--- src/rtl/pc_stack_unit.sv ---
// pc_stack_unit
//
// Program-counter sequencer with a hardware subroutine return stack. It feeds
// the instruction-memory address of the single-cycle cpu datapath, choosing
// each cycle between sequential fetch, absolute jump, call (push return
// address) and return (pop).
//
// Ports:
//   clk          rising-edge clock
//   reset        synchronous active-high reset
//   halt         freeze pc and stack for this cycle (overrides everything but reset)
//   jmp          load target into pc
//   call         push pc+1, then load target into pc
//   ret          pop top of stack into pc
//   target       absolute destination for jmp/call
//   pc           registered instruction address
//   stack_empty  stack holds no entries
//   stack_full   stack holds DEPTH entries
//   stack_err    sticky overflow/underflow flag, cleared only by reset
//   depth        current number of stack entries
//
// Action priority on every edge: reset > halt > ret > call > jmp > sequential.
// All outputs come straight from registers; there is no input-to-output path.

module pc_stack_unit #(
  parameter int AW    = 10,
  parameter int DEPTH = 8
) (
  input  logic                     clk,
  input  logic                     reset,
  input  logic                     halt,
  input  logic                     jmp,
  input  logic                     call,
  input  logic                     ret,
  input  logic [AW-1:0]            target,
  output logic [AW-1:0]            pc,
  output logic                     stack_empty,
  output logic                     stack_full,
  output logic                     stack_err,
  output logic [$clog2(DEPTH):0]   depth
);

  localparam int SPW = $clog2(DEPTH) + 1;
  localparam int IW  = SPW - 1;
  localparam logic [SPW-1:0] SP_ZERO = '0;
  localparam logic [SPW-1:0] SP_ONE  = SPW'(1);
  localparam logic [SPW-1:0] SP_FULL = SPW'(DEPTH);

  // Occupancy class of the stack; steers push/pop legality.
  typedef enum logic [1:0] {
    S_EMPTY   = 2'd0,
    S_PARTIAL = 2'd1,
    S_FULL    = 2'd2
  } occ_t;

  occ_t            state_q, state_d;
  logic [AW-1:0]   pc_q, pc_d;
  logic [AW-1:0]   ra;
  logic [SPW-1:0]  sp_q, sp_d;
  logic            err_q, err_d;
  logic            push_en;
  logic [IW-1:0]   push_idx;
  logic [IW-1:0]   pop_idx;
  logic [AW-1:0]   stk [DEPTH];

  // Return address wraps naturally at 2^AW.
  assign ra       = pc_q + AW'(1);
  // push_idx is only used when sp < DEPTH, so dropping the MSB is safe.
  assign push_idx = sp_q[IW-1:0];
  // pop reads the entry below the pre-edge sp; only used when sp > 0.
  assign pop_idx  = IW'(sp_q - SP_ONE);

  // Next-state / action decode.
  always_comb begin
    pc_d    = ra;
    sp_d    = sp_q;
    err_d   = err_q;
    push_en = 1'b0;
    state_d = state_q;

    if (halt) begin
      pc_d = pc_q;
    end else if (ret) begin
      if (state_q != S_EMPTY) begin
        pc_d = stk[pop_idx];
        sp_d = sp_q - SP_ONE;
      end else begin
        // Underflow: fall through to the next sequential address.
        err_d = 1'b1;
      end
    end else if (call) begin
      pc_d = target;
      if (state_q != S_FULL) begin
        push_en = 1'b1;
        sp_d    = sp_q + SP_ONE;
      end else begin
        // Overflow: the jump still happens, the return address is lost.
        err_d = 1'b1;
      end
    end else if (jmp) begin
      pc_d = target;
    end

    if (sp_d == SP_ZERO) begin
      state_d = S_EMPTY;
    end else if (sp_d == SP_FULL) begin
      state_d = S_FULL;
    end else begin
      state_d = S_PARTIAL;
    end
  end

  // Control state register.
  always_ff @(posedge clk) begin
    if (reset) begin
      pc_q    <= '0;
      sp_q    <= '0;
      err_q   <= 1'b0;
      state_q <= S_EMPTY;
    end else begin
      pc_q    <= pc_d;
      sp_q    <= sp_d;
      err_q   <= err_d;
      state_q <= state_d;
    end
  end

  // Stack storage carries no reset; entries above sp are never read.
  always_ff @(posedge clk) begin
    if (!reset && push_en) begin
      stk[push_idx] <= ra;
    end
  end

  assign pc          = pc_q;
  assign stack_empty = (sp_q == SP_ZERO);
  assign stack_full  = (sp_q == SP_FULL);
  assign stack_err   = err_q;
  assign depth       = sp_q;

endmodule

--- config.mk ---
export PLATFORM = sky130hd
export DESIGN_NAME = pc_stack_unit
export DESIGN_NICKNAME = d
export VERILOG_FILES = /design/src/rtl/pc_stack_unit.sv
export SDC_FILE = /design/constraint.sdc
export NUM_CORES = 1
export LEC_CHECK = 0
export ABC_CLOCK_PERIOD_IN_PS = 5950
export BUFFER_PORTS_ARGS = -buffer_cell sky130_fd_sc_hd__buf_2
export CAP_MARGIN = 40
export CORE_ASPECT_RATIO = 0.5
export CORE_UTILIZATION = 50
export CTS_BUF_LIST = sky130_fd_sc_hd__clkbuf_16
export DETAILED_ROUTE_END_ITERATION = 7
export GPL_ROUTABILITY_DRIVEN = 0
export PLACE_DENSITY = 0.68
export SYNTH_ARGS = -nofsm -noshare
export SYNTH_HDL_FRONTEND = slang
export SYNTH_SLANG_ARGS = --single-unit
--- constraint.sdc ---
create_clock -name clk -period 5.95 [get_ports clk]
set_input_delay 0.595 -clock clk [delete_from_list [all_inputs] [get_ports clk]]
set_output_delay 0.595 -clock clk [all_outputs]
set_load 0.005 [all_outputs]
==> flow_summary.toml, run 1 <==
[timing]
hold_violations = 0
finalCritPeriodShare = 0.5233
fmax_ghz = 0.3212
period_needed_ns = 3.113
maxSlewViolCount = 0
slew-limit-headroom = 0.3442
skew_ns = 0.004502
grt_setup_unrepaired = "false"
worstMarginPinSlew_ns = 0.9804
tns_ns = 0
setup_viol = 0

[min_path]
hold_start = "stack_err"
min_path_type = "reg2reg"

[logic_synthesis]
ys.flop_type = "edfxtp_1"
synth_area_per_cell_um2 = 14.99
syn-num-nets = 303
synth_top_cell_by_area = "edfxtp_1"
yosys.area.top_type_share = 0.5642
synth_warnings = 0
synthArstFlopShare = 0
ys_top_cells_by_count = "edfxtp_1 (80), nor2_1 (27), dfxtp_1 (17), mux2i_1 (14), mux4_2 (14)"
ys_ff_latch = 97
synth_edf_count = 80
ys_top_cells_by_area = "edfxtp_1 (56%), dfxtp_1 (8.0%), mux4_2 (7.4%)"
synth.distinct_cells = 50
ys_seq_area_frac = 0.6441
synth_area_um2 = 4258
synth.most_common_cell = "edfxtp_1"
synthCells = 284

[power]
p_sw_frac = 0.2605
ir_drop_uv = 151.2
cellPowerDensity_nw_per_um2 = 321.6
p_seq_frac = 0.496
clkPwrFrac = 0.353
combPwrFrac = 0.151
internal_power_w = 0.001154
power.static_leakage_nw = 1.766
p_sw_w = 0.0004066

[worst_setup_path]
cp_cell_sequence = "buf_4 -> inv_1 -> ha_1 -> buf_8 -> mux4_2 -> mux2i_1 -> nor2_1 -> a2111oi_0 -> a211oi_1"
path_max_fanout = 26
crit_family = "buffers and inverters"
required_ns = 6.16
arrival_ns = 3.32
r2r-start = "depth[0]"
path_buf_inv = 3
cp_slowest_cell = "ha_1"
critPathLaunch = "depth[0]"
criticalPathCategory = "reg2reg"
critPathLaunchType = "register"
cpPeakStageDelay_ns = 0.74
worst_setup_path_end_kind = "register"

[layout]
num-fill-cells = 617
num_antenna_cells = 0
area_growth_pct = 13.96
final_cells = 441
num-nets-final = 343
drive_above_1_share = 0.2462

[global_routing]
antenna_found_initial = 0
grtUsageTotal = 0.2141
gr-total-overflow = 0
grt_start_max_net_pins = 27
grt_pass1_vias = 2404
grt_pass1_wl_mm = 13.52

[die]
die_x_um = 132.5
start_util = 0.5247
die_h_um = 67.25
boundaryPins = 33
core.rowCount = 23
die_area_um2 = 8911
coreArea_um2 = 8115

[drt]
drtIter0Drc = 200
wl_per_cell_um = 20.48
firstDrtPassIters = 4
totalWireLength_mm = 9.032
viasPerCell = 5.837
drcViolationCount = 0
ant_nets = 0
vias = 2574

[cts]
cts_resized = 0
cts_made_buffers = 9
h-tree-depth = 3
post_cts_buffers = 0
cts_tree = "built"
clk_pin_slew_ns = 0.07
cts_hold_buf = 0
cts-root-buf = "clkbuf_16"
numClockSinks = 97
clock_path_buffers = 2
clk-insertion-delay-late_ns = 0.34

[flow_run]
maxCapViolCount = 0

[status]
status = "finished clean"

[placement]
port_buffers = 32
hpwl_mm = 6.262
dp.cells = 425
==> state kept, by name, summed over array words and instances, names as in the netlist <==
| name | flops |
|---|---|
| depth | 4 |
| pc | 10 |
| stack_err | 1 |
| state_q | 2 |
| stk | 80 |
==> layout by cell type, fill, tap and decap left out, types with 5 or more instances in the layout <==
cell / netlist / final
edfxtp_1: 80 / 80
nor2_1: 27 / 27
buf_4: 1 / 9
dfxtp_1: 17 / 17
xor2_1: 5 / 5
nand2_1: 10 / 10
xnor2_1: 7 / 7
o21ai_0: 6 / 6
mux2i_1: 14 / 14
nor3_1: 7 / 7
buf_2: 4 / 32
a21oi_1: 6 / 6
nand3_1: 5 / 5
mux4_2: 14 / 14
and3_1: 5 / 5
clkbuf_16: 0 / 9
inv_1: 11 / 11
==> power groups by stage <==
stage / clock, W / sequential, W / combinational, W
6_report: 0.000551 / 0.000774 / 0.000236
5_1_grt: 0.000585 / 0.000775 / 0.000255
4_1_cts: 0.000562 / 0.000773 / 0.000235
3_5_place_dp: 0 / 0.000788 / 0.000234
3_3_place_gp: 0 / 0.000787 / 0.000226
2_1_floorplan: 0 / 0.000784 / 0.000174
==> final timing paths <==
| kind | endpoint | slack, ns | cells past startpoint |
|---|---|---|---|
| setup / recovery | pc[0] | 2.84 | 9 |
| hold / removal | stack_err | 0.49 | 2 |
| setup reg to reg | pc[0] | 2.84 | 9 |
| hold reg to reg | stack_err | 0.49 | 2 |
==> per-layer routing <==
layer  track usage  vias up  part of all wire
met5             0        -                 0
met4       0.06609        0            0.0084
met3       0.04580        7             0.062
met2        0.3342      108              0.44
met1        0.3052     1273              0.49
li1              -     1186                 -
==> worst reg2reg max path, stage by stage, from the launching register on <==
cell and delay (ns):
dfxtp_1 0.32, buf_4 0.37, inv_1 0.22, ha_1 0.74
buf_8 0.25, mux4_2 0.31, mux2i_1 0.24, nor2_1 0.07
a2111oi_0 0.39, a211oi_1 0.08
==> cell families (layout without fill, tap and decap cells) <==
| family | Yosys count | count (layout) | share of synthesized area |
|---|---|---|---|
| DFF | 97 | 97 | 0.6441 |
| AOI/OAI and AO/OA | 39 | 39 | 0.06582 |
| buffers and inverters | 25 | 70 | 0.02968 |
| and+or+nand+nor | 71 | 71 | 0.08111 |
| muxes | 37 | 37 | 0.1458 |
| xor gates and xnor gates | 12 | 12 | 0.02468 |
| adders and majority gates | 3 | 3 | 0.008817 |
==> stage by stage <==
stage | util | instance area [um2] | setup slack, ns | power (W) | hold slack (ns)
6_report | 0.5979 | 4852 | 2.837 | 0.001561 | 0.4883
5_1_grt | 0.5979 | 4852 | 2.662 | 0.001615 | 0.5277
4_1_cts | 0.5979 | 4852 | 2.840 | 0.001570 | 0.4974
3_5_place_dp | 0.5628 | 4567 | 2.868 | 0.001022 | 0.4809
3_3_place_gp | 0.5549 | 4503 | 2.628 | 0.001014 | 0.4445
2_1_floorplan | - | 4258 | 3.559 | 0.0009579 | 0.4605
==> area by class of cell <==
| type | count | area, um2 | area share |
|---|---|---|---|
| multi-input cells | 162 | 1389 | 0.2862 |
| repair buffers | 43 | 254.0 | 0.05235 |
| well taps | 112 | 140.1 | 0.02888 |
| clock inverters | 7 | 60.06 | 0.01238 |
| clock buffers | 9 | 225.2 | 0.04642 |
| inverters | 11 | 41.29 | 0.008510 |
| flip-flops and latches | 97 | 2743 | 0.5652 |
No activity file was read; power rests on OpenSTA's default activity.
==> run 2: changes to the inputs <==
--- a/config.mk
+++ b/config.mk
@@ -5,7 +5,8 @@
 export SDC_FILE = /design/constraint.sdc
 export NUM_CORES = 1
 export LEC_CHECK = 0
-export ABC_CLOCK_PERIOD_IN_PS = 5950
+export ABC_AREA = 1
+export ABC_CLOCK_PERIOD_IN_PS = 2900
 export BUFFER_PORTS_ARGS = -buffer_cell sky130_fd_sc_hd__buf_2
 export CAP_MARGIN = 40
 export CORE_ASPECT_RATIO = 0.5
==> constraint.sdc (replaced) <==
create_clock -name clk -period 2.9 [get_ports clk]
set_input_delay 0.29 -clock clk [delete_from_list [all_inputs] [get_ports clk]]
set_output_delay 0.29 -clock clk [all_outputs]
set_load 0.005 [all_outputs]
==> run 2 against run 1 <==
Combinational power up 91%. Routed wire length increased by 29%. Critical endpoint is now pc[6]. Largest power group unchanged. Largest cell class unchanged. Sequential power rose by 100%.
==> flow_summary.toml, run 2 <==
[logic_synthesis]
synth_warnings = 0
ys_ff_latch = 97
yosys.area.top_type_share = 0.5320
synth_area_um2 = 4516
syn-num-nets = 497
synth.distinct_cells = 31
ys_seq_area_frac = 0.6074
ys_top_cells_by_area = "edfxtp_1 (53%), nand2_1 (8.1%), dfxtp_1 (7.5%)"
synthArstFlopShare = 0
ys.flop_type = "edfxtp_1"
synth_top_cell_by_area = "edfxtp_1"
synth_edf_count = 80
synthCells = 478
ys_top_cells_by_count = "nand2_1 (97), edfxtp_1 (80), nor2_1 (78), inv_1 (45), o21ai_0 (45)"
synth_area_per_cell_um2 = 9.447
synth.most_common_cell = "nand2_1"

[placement]
port_buffers = 32
place_ws_ns = 0.6105
dp.cells = 626
hpwl_mm = 7.642
placed_cell_area_um2 = 4850

[worst_setup_path]
crit_family = "buffers and inverters"
worst_setup_path_end_kind = "register"
criticalPathCategory = "reg2reg"
r2r_end = "pc[6]"
cp_common_cell = "nand2_1"
required_ns = 3.19
path_buf_inv = 2
r2r_cells = 10
cp_num_cells = 10
cp_slowest_cell = "clkinv_1"
r2r-start = "depth[1]"
reg2reg_setup_slack_ns = 0.59
path_max_fanout = 18
cpPeakStageDelay_ns = 0.48
arrival_ns = 2.60
critPathLaunchType = "register"
cp_cell_sequence = "inv_1 -> ha_1 -> clkinv_1 -> nor2_1 -> o21ai_0 -> o21ai_0 -> nand2_1 -> nand3_1 -> nand2_1 -> nand2_1"

[drt]
viasPerCell = 5.609
totalWireLength_mm = 11.67
wl_per_cell_um = 18.18
highest_layer = "met4"
drcViolationCount = 0
drtIter0Drc = 466
drt-met1-wl_mm = 5.313
firstDrtPassIters = 6
ant_nets = 0
route.met2.wl_mm = 4.882
wl_met3_mm = 1.329
vias = 3601

[min_path]
hold_path_depth = 2
min_path_type = "in2reg"
whs_endpoint = "state_q[0]"
hold_start = "reset"

[global_routing]
gr-total-overflow = 0
grtUsageTotal = 0.2697
grt_pass1_vias = 3180
grt_pass1_wl_mm = 18.26
grt_start_max_net_pins = 47
antenna_found_initial = 0

[cts]
cts_made_buffers = 9
h-tree-depth = 3
post_cts_buffers = 0
cts_hold_buf = 0
cts-root-buf = "clkbuf_16"
cts_resized = 0
clk_pin_slew_ns = 0.07
clock_path_buffers = 2
clk-insertion-delay-late_ns = 0.35
numClockSinks = 97
cts_tree = "built"

[power]
p_seq_frac = 0.492
power.static_leakage_nw = 2.137
cellPowerDensity_nw_per_um2 = 625.2
p_sw_frac = 0.2689
internal_power_w = 0.002351
p_sw_w = 0.0008645
combPwrFrac = 0.140
ir_drop_uv = 432.5
clkPwrFrac = 0.368

[timing]
slew-limit-headroom = 0.4591
skew_ns = 0.008340
maxSlewViolCount = 0
finalWorstSetupSlack_ns = 0.5869
grt_setup_unrepaired = "false"
hold_slack_ns = 0.2453
worstMarginPinSlew_ns = 0.8086
period_needed_ns = 2.313
finalCritPeriodShare = 0.7976
fmax_ghz = 0.4323
hold_violations = 0
setup_viol = 0
tns_ns = 0

[layout]
drive_above_1_share = 0.1486
area_growth_pct = 13.88
largest_reg_flops = 80
top_register = "stk"
final_cell_area_um2 = 5142
final_common_cell = "nand2_1"
num-fill-cells = 723
num_antenna_cells = 0
final_cell_mix = "nand2_1 (97), edfxtp_1 (80), nor2_1 (78)"
num-nets-final = 539
final_cells = 642

[flow_run]
maxCapViolCount = 0

[die]
start_util = 0.5168
die_x_um = 136.4
die_area_um2 = 9439
die_h_um = 69.20
coreArea_um2 = 8738
core.rowCount = 24
boundaryPins = 33

[status]
status = "finished clean"
-- run 2: cell types whose count changed in the layout (fill, tap and decap cells not counted), sizes merged, moves of 14 or more --
cell,change
nand2,+92
nand3,+35
nor2,+53
mux2i,-14
o21ai,+38
inv,+38
mux4,-18
-- run 2: worst register-to-register path, cell delays in order, from the launching register on --
cell      delay (ns)
dfxtp_1         0.45
inv_1           0.18
ha_1            0.35
clkinv_1        0.48
nor2_1          0.28
o21ai_0         0.12
o21ai_0         0.10
nand2_1         0.06
nand3_1         0.12
nand2_1         0.07
nand2_1         0.05
-- run 2: area by class of cell --
class	instances	area, um2	share of cell area
sequential	97	2743	0.5333
multi-input combinational	313	1490	0.2898
timing repair buffer	47	272.8	0.05304
clock buffer	9	225.2	0.04380
inverter	52	197.7	0.03844
tap	117	146.4	0.02847
clock inverter	7	67.56	0.01314
-- run 2: worst max path at each step --
stage,endpoint,startpoint,slack [ns]
global route,pc[6],depth[1],0.35
global placement,stk[3][0],ret,0.49
detailed placement,stk[6][6],ret,0.61
CTS,pc[6],depth[1],0.64
floorplan,stk[1][0],state_q[0],0.89
finish,pc[6],depth[1],0.59
-- run 2: cells by family (layout without fill, tap and decap cells) --
logic type,count (synthesis),in the layout,synth area share
AND/OR/NAND/NOR,234,234,0.2239
XOR/XNOR,6,6,0.01164
adder cells (fa/ha/maj),3,3,0.008313
buffers and inverters,68,115,0.06484
flip-flops,97,97,0.6074
AO/OA/AOI/OAI,70,70,0.08396
-- run 2: metal layers --
metal | global-route usage | up-vias
met4 | 0.07160 | 0
met3 | 0.07018 | 16
met2 | 0.3627 | 208
met5 | 0 | -
met1 | 0.4256 | 1688
li1 | - | 1689
-- run 2: through the flow --
stage | total power [W] | util
2_1_floorplan | 0.001901 | -
3_3_place_gp | 0.002046 | 0.5541
3_5_place_dp | 0.002050 | 0.5550
4_1_cts | 0.003215 | 0.5885
5_1_grt | 0.003327 | 0.5885
6_report | 0.003215 | 0.5885
-- run 2: power groups by stage --
stage / clock, W / sequential (W) / combinational [W]
after floorplan: 0 / 0.00160 / 0.000297
after global placement: 0 / 0.00161 / 0.000436
after detailed placement: 0 / 0.00161 / 0.000440
after CTS: 0.00119 / 0.00158 / 0.000444
after global routing: 0.00125 / 0.00158 / 0.000497
final: 0.00118 / 0.00158 / 0.000451
==> run 3: changes to the inputs <==
--- a/config.mk
+++ b/config.mk
@@ -5,8 +5,8 @@
 export SDC_FILE = /design/constraint.sdc
 export NUM_CORES = 1
 export LEC_CHECK = 0
-export ABC_AREA = 1
-export ABC_CLOCK_PERIOD_IN_PS = 2900
+export ABC_AREA = 0
+export ABC_CLOCK_PERIOD_IN_PS = 2400
 export BUFFER_PORTS_ARGS = -buffer_cell sky130_fd_sc_hd__buf_2
 export CAP_MARGIN = 40
 export CORE_ASPECT_RATIO = 0.5
==> constraint.sdc (replaced) <==
create_clock -name clk -period 2.4 [get_ports clk]
set_input_delay 0.24 -clock clk [delete_from_list [all_inputs] [get_ports clk]]
set_output_delay 0.24 -clock clk [all_outputs]
set_load 0.005 [all_outputs]
==> run 3 against run 2 <==
Clock skew down 0.0025 ns. Clock power up 31%. Total power up 27%. Critical path depth down 2. Via count down 26%. Routed wire length down 20%. Critical endpoint is now pc[3]. Largest cell class unchanged. Largest power group unchanged. Highest routed layer unchanged.
==> flow_summary.toml, run 3 (synthesis gave the netlist of run 1 again) <==
[min_path]
min_path_type = "in2reg"
hold_start = "reset"
hold_path_depth = 2

[flow_run]
maxCapViolCount = 0

[placement]
dp.cells = 433
place_ws_ns = 0.1393
hpwl_mm = 6.204
port_buffers = 32

[timing]
finalCritPeriodShare = 0.9501
grt_setup_unrepaired = "false"
slew-limit-headroom = 0.4152
hold_violations = 0
tns_ns = 0
maxSlewViolCount = 0
setup_viol = 0
skew_ns = 0.005799
finalWorstSetupSlack_ns = 0.1197
period_needed_ns = 2.280
worstMarginPinSlew_ns = 0.8709
fmax_ghz = 0.4385

[global_routing]
antenna_found_initial = 0
grtUsageTotal = 0.2275
grt_pass1_wl_mm = 14.31
grt_pass1_vias = 2514
gr-total-overflow = 0
grt_start_max_net_pins = 27

[layout]
area_growth_pct = 16.69
top_register = "stk"
final_cells = 449
final_cell_mix = "edfxtp_1 (80), buf_2 (32), nor2_1 (27)"
num-nets-final = 351
num_antenna_cells = 0
final_common_cell = "edfxtp_1"
post-route-util = 0.6122
largest_reg_flops = 80
multi_input_area_um2 = 1390
drive_above_1_share = 0.2641
num-fill-cells = 603
regArea_um2 = 2743

[drt]
drcViolationCount = 0
drtIter0Drc = 192
ant_nets = 0
firstDrtPassIters = 5
vias = 2660
viasPerCell = 5.924
wl_per_cell_um = 20.84
totalWireLength_mm = 9.356

[worst_setup_path]
arrival_ns = 2.57
required_ns = 2.69
r2r-start = "depth[0]"
critPathLaunch = "depth[0]"
r2r_cells = 8
worst_setup_path_end_kind = "register"
critPathLaunchType = "register"
path_max_fanout = 26
criticalPathCategory = "reg2reg"

[cts]
cts_made_buffers = 9
cts_tree = "built"
h-tree-depth = 3
cts-root-buf = "clkbuf_16"
post_cts_buffers = 0
clk_pin_slew_ns = 0.06
numClockSinks = 97
cts_hold_buf = 0
clk-insertion-delay-late_ns = 0.35
clock_path_buffers = 2

[die]
start_util = 0.5247
die_x_um = 132.5
coreArea_um2 = 8115
core.rowCount = 23
die_area_um2 = 8911
die_h_um = 67.25
boundaryPins = 33

[status]
status = "finished clean"

[power]
cellPowerDensity_nw_per_um2 = 820.9
ir_drop_uv = 424.1
power.static_leakage_nw = 1.836
fin_total_pwr_w = 0.004079
[run 3: timing repair]
item | CTS | global route
resized for setup | 0 | 1
endpoints found under the setup margin | 0 | 1
endpoints found under the hold margin | 0 | 0
[run 3: stage by stage]
step	cell area [um2]	hold slack (ns)
global placement	4641	0.4454
CTS	4967	0.2288
detailed placement	4641	0.4636
finish	4969	0.2453
floorplan	4258	0.3179
global route	4969	0.2568
[run 3: routing by layer]
layer,vias to the layer above,wire [um],track usage
met5,-,0,0
met4,0,150,0.09914
met3,14,692,0.06231
met2,107,4083,0.3388
met1,1330,4429,0.3177
li1,1209,-,-
[run 3: critical path, cell delays in order, from the launching register on]
cell	delay, ns
dfxtp_1	0.39
inv_1	0.08
ha_1	0.33
buf_12	0.18
mux2i_1	0.13
mux4_2	0.46
mux2_2	0.28
a221oi_1	0.25
a21o_1	0.11
[run 3: final cells by class]
class / instances / share of cell area
sequential: 97 / 0.5520
multi-input combinational: 162 / 0.2798
timing repair buffer: 51 / 0.06598
clock buffer: 9 / 0.04533
tap: 112 / 0.02820
clock inverter: 7 / 0.02040
inverter: 11 / 0.008310
[run 3: report_power, final]
part,internal [W],switching (W),total (W)
Combinational,0.000285,0.000338,0.000623
Sequential,0.00188,0.0000369,0.00191
Clock,0.000923,0.000619,0.00154
Total,0.00309,0.000994,0.00408
[run 3: worst paths after layout]
| kind | end | slack (ns) |
|---|---|---|
| worst min register to register | stack_err | 0.47 |
| worst max register to register | pc[3] | 0.12 |
| worst min-delay path | depth[3] | 0.25 |
| worst max-delay path | pc[3] | 0.12 |
